===== src/rtl/hack_video_timing.sv =====
// Hack screen scanner: CE_DIV pixel divider, H/V raster, 1-pixel output latency, free-running with no backpressure;
// screen RAM is read 2 clks ahead of each 16-pixel word. HACK_VIDEO_LINEDBL_EN shows every source row on two lines.
module hack_video_timing #(
  parameter int          CE_DIV     = 4,
  parameter int          H_ACTIVE   = 640,
  parameter int          H_FP       = 16,
  parameter int          H_SYNC     = 96,
  parameter int          H_BP       = 48,
  parameter int          V_ACTIVE   = 480,
  parameter int          V_FP       = 10,
  parameter int          V_SYNC     = 2,
  parameter int          V_BP       = 33,
  parameter bit          HS_POL     = 1'b0,
  parameter bit          VS_POL     = 1'b0,
  parameter int          WIN_X      = 64,
  parameter int          WIN_Y      = 112,
  parameter int          WIN_W      = 512,
  parameter int          WIN_H      = 256,
  parameter logic [23:0] BORDER_RGB = 24'h000000
) (
  input  logic        clk,
  input  logic        reset_n,
  output logic        ce_pix,
  output logic        HBlank,
  output logic        VBlank,
  output logic        HSync,
  output logic        VSync,
  output logic [7:0]  vga_r,
  output logic [7:0]  vga_g,
  output logic [7:0]  vga_b,
  output logic [12:0] mem_addr,
  output logic        mem_rd,
  input  logic [15:0] mem_data,
  output logic        frame_start
);

  localparam int H_TOTAL = H_ACTIVE + H_FP + H_SYNC + H_BP;
  localparam int V_TOTAL = V_ACTIVE + V_FP + V_SYNC + V_BP;
  localparam int HW      = $clog2(H_TOTAL);
  localparam int VW      = $clog2(V_TOTAL);
  localparam int DW      = $clog2(CE_DIV);
  localparam int WPR     = WIN_W / 16;
`ifdef HACK_VIDEO_LINEDBL_EN
  localparam int ROW_SHIFT = 1;
`else
  localparam int ROW_SHIFT = 0;
`endif
  localparam int WIN_LINES = WIN_H << ROW_SHIFT;

  logic [DW-1:0] div_q, div_d;
  logic [HW-1:0] hc_q, hc_d;
  logic [VW-1:0] vc_q, vc_d;
  logic          mem_rd_q, rd_pend_q;
  logic [12:0]   mem_addr_q, addr_d;
  logic [15:0]   word_buf_q;
  logic [14:0]   shift_q, shift_d;
  logic [23:0]   rgb_q, rgb_d;
  logic          hblank_q, vblank_q, hsync_q, vsync_q, frame_start_q;

  logic          ce, h_last, v_last, fetch_hit, win_px, act_px, pix_bit;
  logic [31:0]   hx, vy, hx_n, vy_n, f_col, row_n;
  logic [3:0]    win_ph;

  always_comb begin
    ce     = (div_q == DW'(CE_DIV - 1));
    div_d  = ce ? '0 : div_q + DW'(1);
    h_last = (hc_q == HW'(H_TOTAL - 1));
    v_last = (vc_q == VW'(V_TOTAL - 1));
    hc_d   = hc_q;
    vc_d   = vc_q;
    if (ce) begin
      hc_d = h_last ? '0 : hc_q + HW'(1);
      if (h_last) vc_d = v_last ? '0 : vc_q + VW'(1);
    end
    hx   = 32'(hc_q);
    vy   = 32'(vc_q);
    hx_n = 32'(hc_d);
    vy_n = 32'(vc_d);
  end

  // A fetch is launched as the raster steps onto the pixel just before each word,
  // so the row test uses the post-step line (matters when WIN_X-1 lands on column 0).
  always_comb begin
    f_col     = hx_n - 32'(WIN_X - 1);
    row_n     = (vy_n - 32'(WIN_Y)) >> ROW_SHIFT;
    fetch_hit = ce
             && (vy_n >= 32'(WIN_Y)) && (vy_n < 32'(WIN_Y + WIN_LINES))
             && (hx_n >= 32'(WIN_X - 1)) && (hx_n < 32'(WIN_X - 1 + WIN_W))
             && (f_col[3:0] == 4'd0);
    addr_d    = 13'(row_n * 32'(WPR) + (f_col >> 4));
  end

  always_comb begin
    act_px  = (hx < 32'(H_ACTIVE)) && (vy < 32'(V_ACTIVE));
    win_px  = (hx >= 32'(WIN_X)) && (hx < 32'(WIN_X + WIN_W))
           && (vy >= 32'(WIN_Y)) && (vy < 32'(WIN_Y + WIN_LINES));
    win_ph  = 4'(hx - 32'(WIN_X));
    pix_bit = 1'b0;
    shift_d = shift_q;
    rgb_d   = 24'h000000;
    if (win_px) begin
      if (win_ph == 4'd0) begin
        pix_bit = word_buf_q[0];
        shift_d = word_buf_q[15:1];
      end else begin
        pix_bit = shift_q[0];
        shift_d = {1'b0, shift_q[14:1]};
      end
      // Hack convention: a set bit is a black pixel.
      rgb_d = pix_bit ? 24'h000000 : 24'hFFFFFF;
    end else if (act_px) begin
      rgb_d = BORDER_RGB;
    end
  end

  always_ff @(posedge clk or negedge reset_n) begin
    if (!reset_n) begin
      div_q         <= '0;
      hc_q          <= '0;
      vc_q          <= '0;
      mem_rd_q      <= 1'b0;
      mem_addr_q    <= '0;
      rd_pend_q     <= 1'b0;
      word_buf_q    <= '0;
      shift_q       <= '0;
      rgb_q         <= '0;
      hblank_q      <= 1'b1;
      vblank_q      <= 1'b1;
      hsync_q       <= ~HS_POL;
      vsync_q       <= ~VS_POL;
      frame_start_q <= 1'b0;
    end else begin
      div_q         <= div_d;
      hc_q          <= hc_d;
      vc_q          <= vc_d;
      mem_rd_q      <= fetch_hit;
      if (fetch_hit) mem_addr_q <= addr_d;
      rd_pend_q     <= mem_rd_q;
      if (rd_pend_q) word_buf_q <= mem_data;
      frame_start_q <= ce && h_last && v_last;
      if (ce) begin
        hblank_q <= (hx >= 32'(H_ACTIVE));
        vblank_q <= (vy >= 32'(V_ACTIVE));
        hsync_q  <= ((hx >= 32'(H_ACTIVE + H_FP)) && (hx < 32'(H_ACTIVE + H_FP + H_SYNC))) ? HS_POL : ~HS_POL;
        vsync_q  <= ((vy >= 32'(V_ACTIVE + V_FP)) && (vy < 32'(V_ACTIVE + V_FP + V_SYNC))) ? VS_POL : ~VS_POL;
        shift_q  <= shift_d;
        rgb_q    <= rgb_d;
      end
    end
  end

  assign ce_pix      = ce;
  assign mem_rd      = mem_rd_q;
  assign mem_addr    = mem_addr_q;
  assign HBlank      = hblank_q;
  assign VBlank      = vblank_q;
  assign HSync       = hsync_q;
  assign VSync       = vsync_q;
  assign frame_start = frame_start_q;
  assign vga_r       = rgb_q[23:16];
  assign vga_g       = rgb_q[15:8];
  assign vga_b       = rgb_q[7:0];

endmodule

===== config.mk =====
export PLATFORM = sky130hd
export DESIGN_NAME = hack_video_timing
export DESIGN_NICKNAME = d
export VERILOG_FILES = /design/src/rtl/hack_video_timing.sv
export SDC_FILE = /design/constraint.sdc
export NUM_CORES = 1
export LEC_CHECK = 0
export ABC_CLOCK_PERIOD_IN_PS = 3400
export BUFFER_PORTS_ARGS = -buffer_cell sky130_fd_sc_hd__buf_2
export CORE_ASPECT_RATIO = 1.25
export CORE_MARGIN = 2
export CORE_UTILIZATION = 45
export DETAILED_ROUTE_END_ITERATION = 12
export GPL_ROUTABILITY_DRIVEN = 0
export MAX_ROUTING_LAYER = met4
export PLACE_DENSITY_LB_ADDON = 0.3
export REMOVE_ABC_BUFFERS = 1
export SLEW_MARGIN = 20
export SYNTH_ARGS = -nofsm -noshare
export SYNTH_HDL_FRONTEND = slang
export SYNTH_SLANG_ARGS = --single-unit

===== constraint.sdc =====
create_clock -name clk -period 3.4 [get_ports clk]
set_input_delay 0.17 -clock clk [delete_from_list [all_inputs] [get_ports clk]]
set_output_delay 0.17 -clock clk [all_outputs]
set_load 0.01 [all_outputs]

# [After elaboration in Yosys (flattened, before gate mapping)]
# Cells that the tools add are included.
[word_totals] ff_bits=97 input_bits=18 wordCells=66
[classes] add_sub_neg=7 magnitude_cmp=14 n_eq_ne=3 mux=13 n_reduce_logical=15
[ops] cell="$mux 10" count=5
[ops] cell="$mux 24" count=2
[ops] cell="$ge 10x7->1 const B" count=3
[ops] cell="$lt 10x10->1 const B" count=3
[ops] cell="$lt 10x9->1 const B" count=3
[ops] cell="$add 10x1->10 const B" count=2
[ops] cell="$eq 10x10->1 const B" count=2
[ops] cell="$ge 10x10->1 const B" count=2
[ops] cell="$ge 10x9->1 const B" count=2
[ops] cell="$mux 15" count=1
[ops] cell="$add 13x7->13" count=1
[ops] cell="$logic_and 1x1->1" count=12
[ops] cell="$sub 10x6->11 const B" count=1
[ops] cell="$ge 10x6->1 const B" count=1
[ops] cell="$logic_not 4->1" count=2
[ops] cell="$sub 8x7->8 const B" count=1
[ops] cell="$mux 1" count=4
[ops] cell="$sub 4x1->4 const B" count=1
[ops] cell="$add 2x1->2 const B" count=1
[ops] cell="$eq 2x2->1 const B" count=1
[ops] cell="$mux 2" count=1
[ops] cell="$reduce_and 2->1" count=1

# [Longest topological paths before layout]
# Gate-level depths: netlist of the first run.
[depth] word_depth=10 mapped_depth=17 depth_no_buf=17

# [Worst setup path after synthesis of the first run]
# OpenSTA, ideal clock, no wires.
[synth_path] path_type="reg-to-reg" from="register div_q[0]" to="register mem_addr_q[12] (netlist: mem_addr[12])" setup_ns=0.125 t_arrival_ns=3.664 required_ns=3.275 path_slack_ns=-0.388 path_stages_with_launch=17 cell_sequence="dfrtp_1 -> ha_1 -> buf_4 -> and4_4 -> nand3_1 -> o21a_1 -> a2111o_1 -> or2_2 -> inv_1 -> ha_1 -> a21o_1 -> a211oi_1 -> o21bai_1 -> a21o_1 -> a21oi_1 -> xnor2_1 -> mux2_2"
[synth_between] elab_cells_between_ends=16 cone_classes="3 x add/sub; 4 x order compare; 1 x eq/ne; 2 x mux; 6 x reduce/logical"
[synth_rtl] element="from (decl)" line="50" rtl="logic [DW-1:0] div_q, div_d;"
[synth_rtl] element="from (signal assigned)" line="133" rtl="div_q <= div_d;"
[synth_rtl] element="$eq 2x2->1 (*)" line="65" rtl="ce = (div_q == DW'(CE_DIV - 1));"
[synth_rtl] element="net ce_pix" line="23" rtl="output logic ce_pix,"
[synth_rtl] element="$mux 10 (*)" line="71" rtl="if (ce) begin"
[synth_rtl] element="net hc_d[5]" line="51" rtl="logic [HW-1:0] hc_q, hc_d;"
[synth_rtl] element="parallel branches: the longest is 4 deep, another holds $add 13x7->13"
[synth_rtl] element="to (signal assigned)" line="137" rtl="if (fetch_hit) mem_addr_q <= addr_d;"
[synth_rtl] element="to (decl)" line="54" rtl="logic [12:0] mem_addr_q, addr_d;"
# Mark *: on every way through the listed nets, which the timed path passes.
# A chain may end at the register's enable or synchronous reset.

# [Worst setup path after layout of the first run]
[layout_path] from="register div_q[0]" to="register mem_addr_q[12] (netlist: mem_addr[12])"
[layout_between] elab_cells_between_ends=16 cone_classes="3 x add/sub; 4 x order compare; 1 x eq/ne; 2 x mux; 6 x reduce/logical"
[layout_rtl] element="$eq 2x2->1 (*)" line="65"
[layout_rtl] element="$mux 10 (*)" line="71"
[layout_rtl] element="net hc_d[6]" line="51"
[layout_rtl] element="parallel branches: the longest is 4 deep, another holds $add 13x7->13"
# Marks and branches as above.

==> flow_summary.json, run 1 <==
{
  "rr_startpoint": "div_q[0]",
  "synth_edf_count": 0,
  "vias": 3001,
  "ys_seq_elements": 74,
  "antenna_cells": 0,
  "num-nets-final": 502,
  "crit_arrival_ns": 3.62,
  "wl_mm": 8.670,
  "grt_pass1_vias": 2988,
  "multi_input_area_um2": 2004,
  "timing.final.crit_share_pct": 99.12,
  "area_delta_synth_final_pct": 30.09,
  "clock_skew_ns": 0.005152,
  "timing.hold.ws_ns": 0.03649,
  "overflow": 0,
  "wl_met2_mm": 4.499,
  "syn_area_per_cell_um2": 10.97,
  "dieArea_um2": 9722,
  "grt_pass1_wl_mm": 13.59,
  "maxCapViolations": 0,
  "syn-instance-count": 367,
  "ant_nets": 0,
  "ir_worst_vdd_mv": 0.2643,
  "clk-insertion-delay-late_ns": 0.36,
  "route.detailed.drc": 0,
  "min_path_type": "input port to register",
  "dpl_worst_slack_ns": -0.2461,
  "detail_route.wl_per_cell_um": 14.57,
  "highest-signal-layer": "met4",
  "netlist_area_um2": 4025,
  "yosys_warnings": 0,
  "htree_levels": 3,
  "viasPerCell": 5.044,
  "fin_crit_ns": 3.370,
  "clk_path_buf_depth": 2,
  "power.leakage_nw": 2.507,
  "final_core_util_pct": 60.18,
  "worst_slack_ns": 0.02978,
  "worstPathRequired_ns": 3.65,
  "port_buffers": 61,
  "die_x_um": 88.59,
  "critPathMaxFanout": 5,
  "antenna_found_initial": 0,
  "io_pins": 62,
  "fillers": 724,
  "startpoint_type": "register",
  "cts_buffers": 9,
  "grt_max_degree": 33,
  "clock-sinks": 74,
  "tightest_slew_ns": 0.7357,
  "report.final.slew_viol_count": 0,
  "dr.pass1.iters": 4,
  "finalSetupViolations": 0,
  "cts_tree": "built",
  "met1_length_mm": 3.591,
  "hold_start": "mem_data[12]",
  "max_freq_mhz": 296.7,
  "status": "complete, no violations",
  "num_rows": 38,
  "path_class": "register to register",
  "final_hold_viol_count": 0,
  "synth_ff_type": "dfrtp_1",
  "reg2reg_slack_ns": 0.03,
  "yosysSeqAreaShare_pct": 46.13,
  "reg2reg_to": "mem_addr[12]",
  "drive_above_1_share_pct": 45.89,
  "hpwl_mm": 5.882,
  "cellPowerDensity_nw_per_um2": 346.0,
  "grt_usage_pct": 18.93,
  "start_util_pct": 46.26,
  "regArea_um2": 1858,
  "clkTransAtPathRegs_ns": 0.08,
  "rsz0062_at_grt": "true",
  "hold_path_end": "word_buf_q[12]",
  "endpoint_kind": "register",
  "wl_met3_um": 333,
  "core_um2": 8701,
  "die_height_um": 109.7,
  "synthArstFlopShare_pct": 100.0,
  "synth_cell_type_count": 58,
  "rr_worst_depth": 15,
  "hold_depth": 2,
  "drt_iter0_drc": 110,
  "root_buffer": "clkbuf_8",
  "slew_headroom_pct": 50.95
}
-- layout by cell type (no fill, tap or decap), drive strengths merged, types with 6 or more instances in the layout --
master,instances
clkbuf,11
a21oi,6
nor2,15
xnor2,19
buf,130
mux2i,17
inv,19
ha,13
xor2,7
dfrtp,70
mux2,27
nand2,32
nand3,8
nor3,8
o21ai,28
-- Yosys cell counts, types with 2 or more instances --
cell type / count / area, um2
a211oi_1: 2 / 15.01
a21o_1: 5 / 37.54
a21oi_1: 6 / 30.03
a41oi_1: 2 / 17.52
and2_1: 2 / 12.51
buf_4: 26 / 195.2
buf_6: 4 / 45.04
clkbuf_1: 7 / 26.28
dfrtp_1: 70 / 1752
dfstp_2: 4 / 105.1
ha_1: 13 / 162.7
inv_1: 18 / 67.56
mux2_2: 21 / 236.5
mux2_4: 6 / 90.09
mux2i_1: 17 / 170.2
nand2_1: 32 / 120.1
nand2b_1: 2 / 12.51
nand3_1: 8 / 40.04
nand4_1: 4 / 25.02
nand4b_1: 3 / 26.28
nor2_1: 14 / 52.55
nor2b_1: 3 / 18.77
nor3_1: 8 / 40.04
nor3b_1: 3 / 22.52
nor4_1: 3 / 18.77
o21a_1: 2 / 15.01
o21ai_0: 27 / 135.1
or4_1: 2 / 15.01
xnor2_1: 18 / 157.7
xor2_1: 7 / 61.31
-- state kept, by name (all words and copies together) (netlist names), 2 cells and up --
signal and flops:
word_buf_q 16, shift_q 15, mem_addr 13, hc_q 10, vc_q 10, div_q 2
-- routing by layer --
layer	vias to the layer above	track usage, %
li1	1451	-
met1	1457	21.41
met2	75	32.01
met3	18	4.054
met4	0	8.442
met5	-	-
-- cell families (layout without fill, tap and decap cells) --
kind of cell / Yosys count / after routing / synth area share [%]
adders and majority gates: 14 / 14 / 4.539
DFF: 74 / 74 / 46.13
muxes: 44 / 44 / 12.34
buffers and inverters: 58 / 166 / 9.014
AOI/OAI and AO/OA: 54 / 54 / 8.455
xor gates and xnor gates: 26 / 26 / 5.844
and+or+nand+nor: 97 / 97 / 13.68
-- critical path, cell delays in order (launching register included) --
cell and delay [ns]:
dfrtp_1 0.40, ha_4 0.19, and4_4 0.27, nand3_2 0.11, xnor2_2 0.16, a2111o_1 0.42
or2_4 0.28, inv_4 0.07, ha_4 0.18, a21o_1 0.16, a211oi_2 0.25, o21bai_1 0.13
a21o_1 0.17, a21oi_2 0.12, xnor2_1 0.07, mux2_4 0.25
-- timing repair --
action                     4_1_cts  5_1_grt
cloned                           0        1
hold endpoints to repair        29        0
setup buffers                    8        9
pin swaps                       12       18
resized for setup               22       26
hold buffers                     1        0
setup endpoints to repair        3       11
-- how the worst max path moves through the flow --
stage | startpoint | endpoint | slack (ns) | cells past startpoint
global route | div_q[0] | mem_addr[11] | -0.15 | 18
global placement | div_q[0] | mem_addr[12] | -0.15 | 16
floorplan | div_q[0] | mem_addr[12] | -0.62 | 15
detailed placement | div_q[0] | mem_addr[12] | -0.25 | 16
CTS | hc_q[1] | mem_addr[11] | 0.0004 | 18
finish | div_q[0] | mem_addr[12] | 0.03 | 15
-- report_power, final --
part           switching [mW]  leakage [nW]  internal, mW
Clock                   0.338         0.131         0.566
Sequential                  0          1.01         0.879
Combinational          0.0194          1.37       0.00904
-- final cells by class --
class | instances | area share, %
Clock buffer | 10 | 2.437
Inverter | 18 | 1.386
Timing Repair Buffer | 132 | 16.92
Sequential cell | 74 | 35.48
Clock inverter | 6 | 2.628
Multi-Input combinational cell | 235 | 38.28
Tap cell | 120 | 2.867
-- metrics by stage --
step                power (mW)  TNS, ns  area, um2  std cells
finish                   1.812        0       5236        595
global route             1.877  -0.4417       5236        595
CTS                      1.834        0       5030        585
detailed placement      0.9261  -0.4553       4593        560
global placement        0.9255  -0.2490       4593        560
floorplan               0.8972   -2.733       3730        327
Note: power is estimated with default switching activity, not from simulation.
==> inputs of run 2 (changes only) <==
- ABC_AREA: unset -> 1
- CTS_CLUSTER_SIZE: unset -> 16
==> flow_summary.json, run 2 <==
{
  "start_util_pct": 46.13,
  "ant_nets": 0,
  "dieArea_um2": 10100,
  "status": "complete, but fails checks",
  "startpoint_type": "register",
  "timing.final.crit_share_pct": 94.69,
  "dr.pass1.iters": 4,
  "layout_commonest_cell": "nand2_1",
  "grt_pass1_vias": 3334,
  "power.leakage_nw": 2.626,
  "mostFrequentLayoutCells": "nand2_1 (114), dfrtp_1 (70), buf_2 (60), inv_1 (52), nor2_1 (43)",
  "path_class": "register to register",
  "overflow": 0,
  "synthTopCellsByCount": "nand2_1 (116), dfrtp_1 (70), inv_1 (53), nor2_1 (45), nand3_1 (26)",
  "synth.area.top_cells": "dfrtp_1 (42%), nand2_1 (10%), inv_1 (4.8%)",
  "synth_ff_type": "dfrtp_1",
  "die_x_um": 90.27,
  "core_um2": 9076,
  "timing.hold.ws_ns": -0.03203,
  "slew_headroom_pct": 39.44,
  "io_pins": 62,
  "die_height_um": 111.8,
  "endpoint_kind": "register",
  "synth_top_cell_area_share_pct": 41.84,
  "report.final.slew_viol_count": 0,
  "grt_usage_pct": 18.55,
  "min_path_type": "input port to asynchronous set/reset pin",
  "fin_crit_ns": 3.219,
  "ys_seq_elements": 74,
  "htree_levels": 3,
  "syn-instance-count": 497,
  "critPathMaxFanout": 10,
  "netlist_area_um2": 4187,
  "viasPerCell": 5.003,
  "top_register": "word_buf_q",
  "largest_register_ffs": 16,
  "finalSetupViolations": 0,
  "wl_mm": 8.742,
  "area_delta_synth_final_pct": 20.20,
  "final_hold_viol_count": 55,
  "clock-sinks": 74,
  "route.detailed.drc": 0,
  "grt_max_degree": 75,
  "grt_pass1_wl_mm": 14.79,
  "violations": "hold timing",
  "antenna_found_initial": 0,
  "antenna_cells": 0,
  "port_buffers": 61,
  "vias": 3397,
  "num-nets-final": 583,
  "yosysMostFrequentCell": "nand2_1",
  "dp.cells": 651,
  "clk_path_buf_depth": 2,
  "syn_area_per_cell_um2": 8.424,
  "ir_worst_vdd_mv": 0.2763,
  "maxCapViolations": 0,
  "worstPathRequired_ns": 3.62,
  "root_buffer": "clkbuf_16",
  "cts_tree": "built",
  "synthArstFlopShare_pct": 100.0,
  "yosysTopAreaCell": "dfrtp_1",
  "final_core_util_pct": 55.45,
  "clk-insertion-delay-late_ns": 0.33,
  "synth_cell_type_count": 36,
  "crit_arrival_ns": 3.44,
  "detail_route.wl_per_cell_um": 12.87,
  "drive_above_1_share_pct": 31.12,
  "yosys_warnings": 0,
  "setup_tns_ns": 0,
  "num_rows": 39,
  "yosysSeqAreaShare_pct": 44.35,
  "max_freq_mhz": 310.6,
  "synth_edf_count": 0,
  "cts_buffers": 9,
  "clkTransAtPathRegs_ns": 0.06,
  "cellPowerDensity_nw_per_um2": 397.5,
  "drt_iter0_drc": 130,
  "stdcell_count": 679,
  "hpwl_mm": 6.165,
  "tightest_slew_ns": 0.9083,
  "clock_skew_ns": 0.007909
}
==> run 2: kinds of logic after synthesis <==
| group | count (synthesis) | share of synthesized area [%] |
|---|---|---|
| buffers and inverters | 98 | 11.48 |
| multiplexers | 14 | 3.766 |
| flip-flops | 74 | 44.35 |
| AO/OA/AOI/OAI | 53 | 7.950 |
| AND/OR/NAND/NOR | 231 | 25.37 |
| adder cells (fa/ha/maj) | 14 | 4.364 |
| XOR/XNOR | 13 | 2.720 |
==> run 2: critical path, cell delays in order (launching register included) <==
cell	delay [ns]
dfrtp_1	0.40
ha_4	0.19
buf_4	0.17
nand2_1	0.07
nand2_1	0.07
nor2_1	0.14
nand4_1	0.21
nor2_4	0.21
nand2_4	0.09
nand3_4	0.14
clkinvlp_4	0.25
ha_4	0.33
a21oi_2	0.14
nand2_2	0.10
a21oi_2	0.19
nand3b_1	0.14
nand2_2	0.07
inv_1	0.05
nand2_1	0.04
nand2_1	0.05
a21oi_1	0.05
==> run 2: path summary, 6_finish.rpt <==
| kind | cells after the start | slack [ns] | from | endpoint |
|---|---|---|---|---|
| hold / removal | 1 | -0.03 | reset_n | word_buf_q[13] |
| min in group clk | 3 | 0.06 | mem_data[15] | word_buf_q[15] |
| max in group asynchronous | 1 | 2.85 | reset_n | mem_addr[7] |
| setup reg to reg | 20 | 0.18 | div_q[0] | mem_addr[12] |
| setup / recovery | 20 | 0.18 | div_q[0] | mem_addr[12] |
| hold reg to reg | 0 | 0.38 | mem_rd | rd_pend_q |
==> run 2: what timing repair did <==
action                     4_1_cts  5_1_grt
hold buffers                     0        0
resized for setup                0       24
setup endpoints to repair        0        4
setup buffers                    0       12
==> run 2: layer usage <==
layer	part of all wire, %	global-route usage, %	up-vias
met3	4.1	3.451	23
li1	-	-	1675
met1	40	21.02	1613
met5	0	-	-
met4	2.6	8.308	0
met2	53	31.93	86
==> run 2: layout make-up <==
type	count	area [um2]
Fill cell	839	4044
Multi-Input combinational cell	325	1979
Sequential cell	74	1857
Timing Repair Buffer	78	447.9
Inverter	63	242.7
Clock buffer	9	225.2
Tap cell	123	153.9
Clock inverter	7	126.4
==> run 2: stage by stage <==
| stage | area [um2] | power (mW) | setup WS (ns) |
|---|---|---|---|
| 4_1_cts | 4796 | 2.021 | 0.002511 |
| 3_5_place_dp | 4444 | 0.9241 | 0.03606 |
| 2_1_floorplan | 3945 | 0.8972 | 0.1342 |
| 6_report | 5032 | 2.000 | 0.1806 |
| 3_3_place_gp | 4444 | 0.9240 | 0.1340 |
| 5_1_grt | 5032 | 2.065 | -0.07889 |
==> run 2: power breakdown <==
| part | internal (mW) | total, mW | switching [mW] |
|---|---|---|---|
| Sequential | 0.881 | 0.881 | 0 |
| Combinational | 0.00712 | 0.0257 | 0.0186 |
| Clock | 0.724 | 1.09 | 0.370 |
==> inputs of run 3 (changes only) <==
- GPL_TIMING_DRIVEN: unset -> 0
- MAX_ROUTING_LAYER: met4 -> unset
==> flow_summary.json, run 3 (synthesized netlist as in run 2, its figures left out) <==
{
  "status": "complete, no violations",
  "design_area_um2": 4838,
  "num_rows": 39,
  "hold_depth": 3,
  "die_height_um": 111.8,
  "route.detailed.drc": 0,
  "vias": 3331,
  "largest_register_ffs": 16,
  "met1_length_mm": 3.479,
  "min_path_type": "input port to register",
  "cts_tree": "built",
  "reg2reg_to": "mem_addr[10]",
  "clkTransAtPathRegs_ns": 0.06,
  "grt_pass1_vias": 3369,
  "max_freq_mhz": 319.6,
  "viasPerCell": 4.942,
  "cts_buffers": 9,
  "power_switching_share_pct": 21.59,
  "die_x_um": 90.27,
  "sequentialPowerShare_pct": 49.2,
  "antenna_found_initial": 0,
  "timing.final.crit_share_pct": 92.01,
  "clk_path_buf_depth": 2,
  "endpoint_kind": "register",
  "hpwl_mm": 5.993,
  "hold_path_end": "word_buf_q[15]",
  "clock-sinks": 74,
  "num-nets-final": 578,
  "final_hold_viol_count": 0,
  "path_class": "register to register",
  "postPlaceCellArea_um2": 4434,
  "grt_pass1_wl_mm": 14.70,
  "power.leakage_nw": 2.546,
  "fin_total_pwr_mw": 1.792,
  "ir_worst_vdd_mv": 0.2207,
  "maxCapViolations": 0,
  "dpl_worst_slack_ns": -0.5058,
  "internal_power_mw": 1.405,
  "port_buffers": 61,
  "final_core_util_pct": 53.31,
  "drive_above_1_share_pct": 28.49,
  "grt_usage_pct": 17.79,
  "tightest_slew_ns": 1.105,
  "dieArea_um2": 10100,
  "area_delta_synth_final_pct": 15.57,
  "ant_nets": 0,
  "finalSetupViolations": 0,
  "grt_max_degree": 57,
  "dr.pass1.iters": 4,
  "worstPathRequired_ns": 3.61,
  "htree_levels": 3,
  "clock_skew_ns": 0.006203,
  "highest-signal-layer": "met4",
  "startpoint_type": "register",
  "wl_mm": 8.329,
  "fillers": 862,
  "start_util_pct": 46.13,
  "worst_slack_ns": 0.2715,
  "critPathMaxFanout": 6,
  "layout_commonest_cell": "nand2_1",
  "core_um2": 9076,
  "report.final.slew_viol_count": 0,
  "wl_met3_um": 312,
  "antenna_cells": 0,
  "hold_start": "mem_data[15]",
  "rr_startpoint": "hc_q[0]",
  "slew_headroom_pct": 26.03,
  "switching_power_mw": 0.3869,
  "cellPowerDensity_nw_per_um2": 370.4,
  "io_pins": 62,
  "wl_met2_mm": 4.244,
  "top_register": "word_buf_q",
  "clk-insertion-delay-late_ns": 0.33,
  "crit_arrival_ns": 3.34,
  "mostFrequentLayoutCells": "nand2_1 (116), dfrtp_1 (70), buf_2 (60), inv_1 (52), nor2_1 (43)",
  "power_frac_comb_pct": 1.7,
  "fin_crit_ns": 3.128,
  "overflow": 0,
  "clkPwrFrac_pct": 49.1,
  "rr_worst_depth": 20,
  "reg2reg_slack_ns": 0.27,
  "drt_iter0_drc": 144,
  "detail_route.wl_per_cell_um": 12.36,
  "rsz0062_at_grt": "true",
  "root_buffer": "clkbuf_16"
}
-- run 3: cell types whose count changed in the layout (fill, tap and decap cells not counted), sizes merged --
cell,before,now
buf,78,72
clkbuf,9,10
clkinvlp,2,4
bufinv,3,0
dlygate4sd3,0,1
-- run 3: layout make-up --
| class | count | area (um2) | share of cell area (%) |
|---|---|---|---|
| Tap cell | 123 | 153.9 | 3.181 |
| Clock inverter | 6 | 41.29 | 0.8534 |
| Timing Repair Buffer | 73 | 420.4 | 8.689 |
| Sequential cell | 74 | 1857 | 38.38 |
| Inverter | 63 | 242.7 | 5.017 |
| Clock buffer | 10 | 239.0 | 4.939 |
| Multi-Input combinational cell | 325 | 1884 | 38.94 |
-- run 3: layer usage --
layer  track usage [%]  vias up
met1             19.71     1554
met4             9.949        0
li1                  -     1672
met3             2.842       23
met2             32.33       82
met5                 0        -
-- run 3: worst max-delay path, stage by stage (launching register included) --
cell and delay [ns]:
dfrtp_1 0.40, inv_2 0.07, ha_1 0.27, inv_1 0.04, nand2_1 0.05, nand2_1 0.06, nor2_1 0.10, nand4_1 0.08
buf_4 0.17, nor2_4 0.13, nand2_4 0.08, nand3_4 0.14, clkinvlp_4 0.17, ha_1 0.36, a21oi_1 0.16, nand2_1 0.13
a21oi_1 0.15, nor2_1 0.05, nor2_1 0.11, xor2_1 0.21, o21ai_2 0.08
-- run 3: how the worst max path moves through the flow --
stage,start,end
6_report,hc_q[0],mem_addr[10]
4_1_cts,div_q[0],mem_addr[11]
3_3_place_gp,div_q[0],mem_addr[11]
5_1_grt,hc_q[0],mem_addr[12]
3_5_place_dp,div_q[0],mem_addr[11]
2_1_floorplan,div_q[0],mem_addr[11]
-- run 3: power groups by stage --
stage               clock network (mW)  registers, mW  logic, mW
floorplan                            0          0.897   0.000137
global placement                     0          0.897     0.0272
detailed placement                   0          0.897     0.0317
CTS                              0.899          0.881     0.0327
global route                     0.936          0.880     0.0361
finish                           0.880          0.881     0.0310
-- run 3: stage by stage --
step | hold slack (ns) | setup TNS, ns | instances
finish | 0.04978 | 0 | 674
global route | 0.07035 | -0.06387 | 674
CTS | 0.05160 | 0 | 665
detailed placement | 0.07139 | -1.926 | 647
global placement | 0.3637 | -1.163 | 646
floorplan | -0.1256 | 0 | 462
-- run 3: timing repair --
action | 4_1_cts | 5_1_grt
hold endpoints to repair | 18 | 0
setup endpoints to repair | 13 | 4
buffers inserted | 1 | 9
hold buffers | 1 | 0
gates resized for setup | 3 | 8
pin swaps | 2 | 4
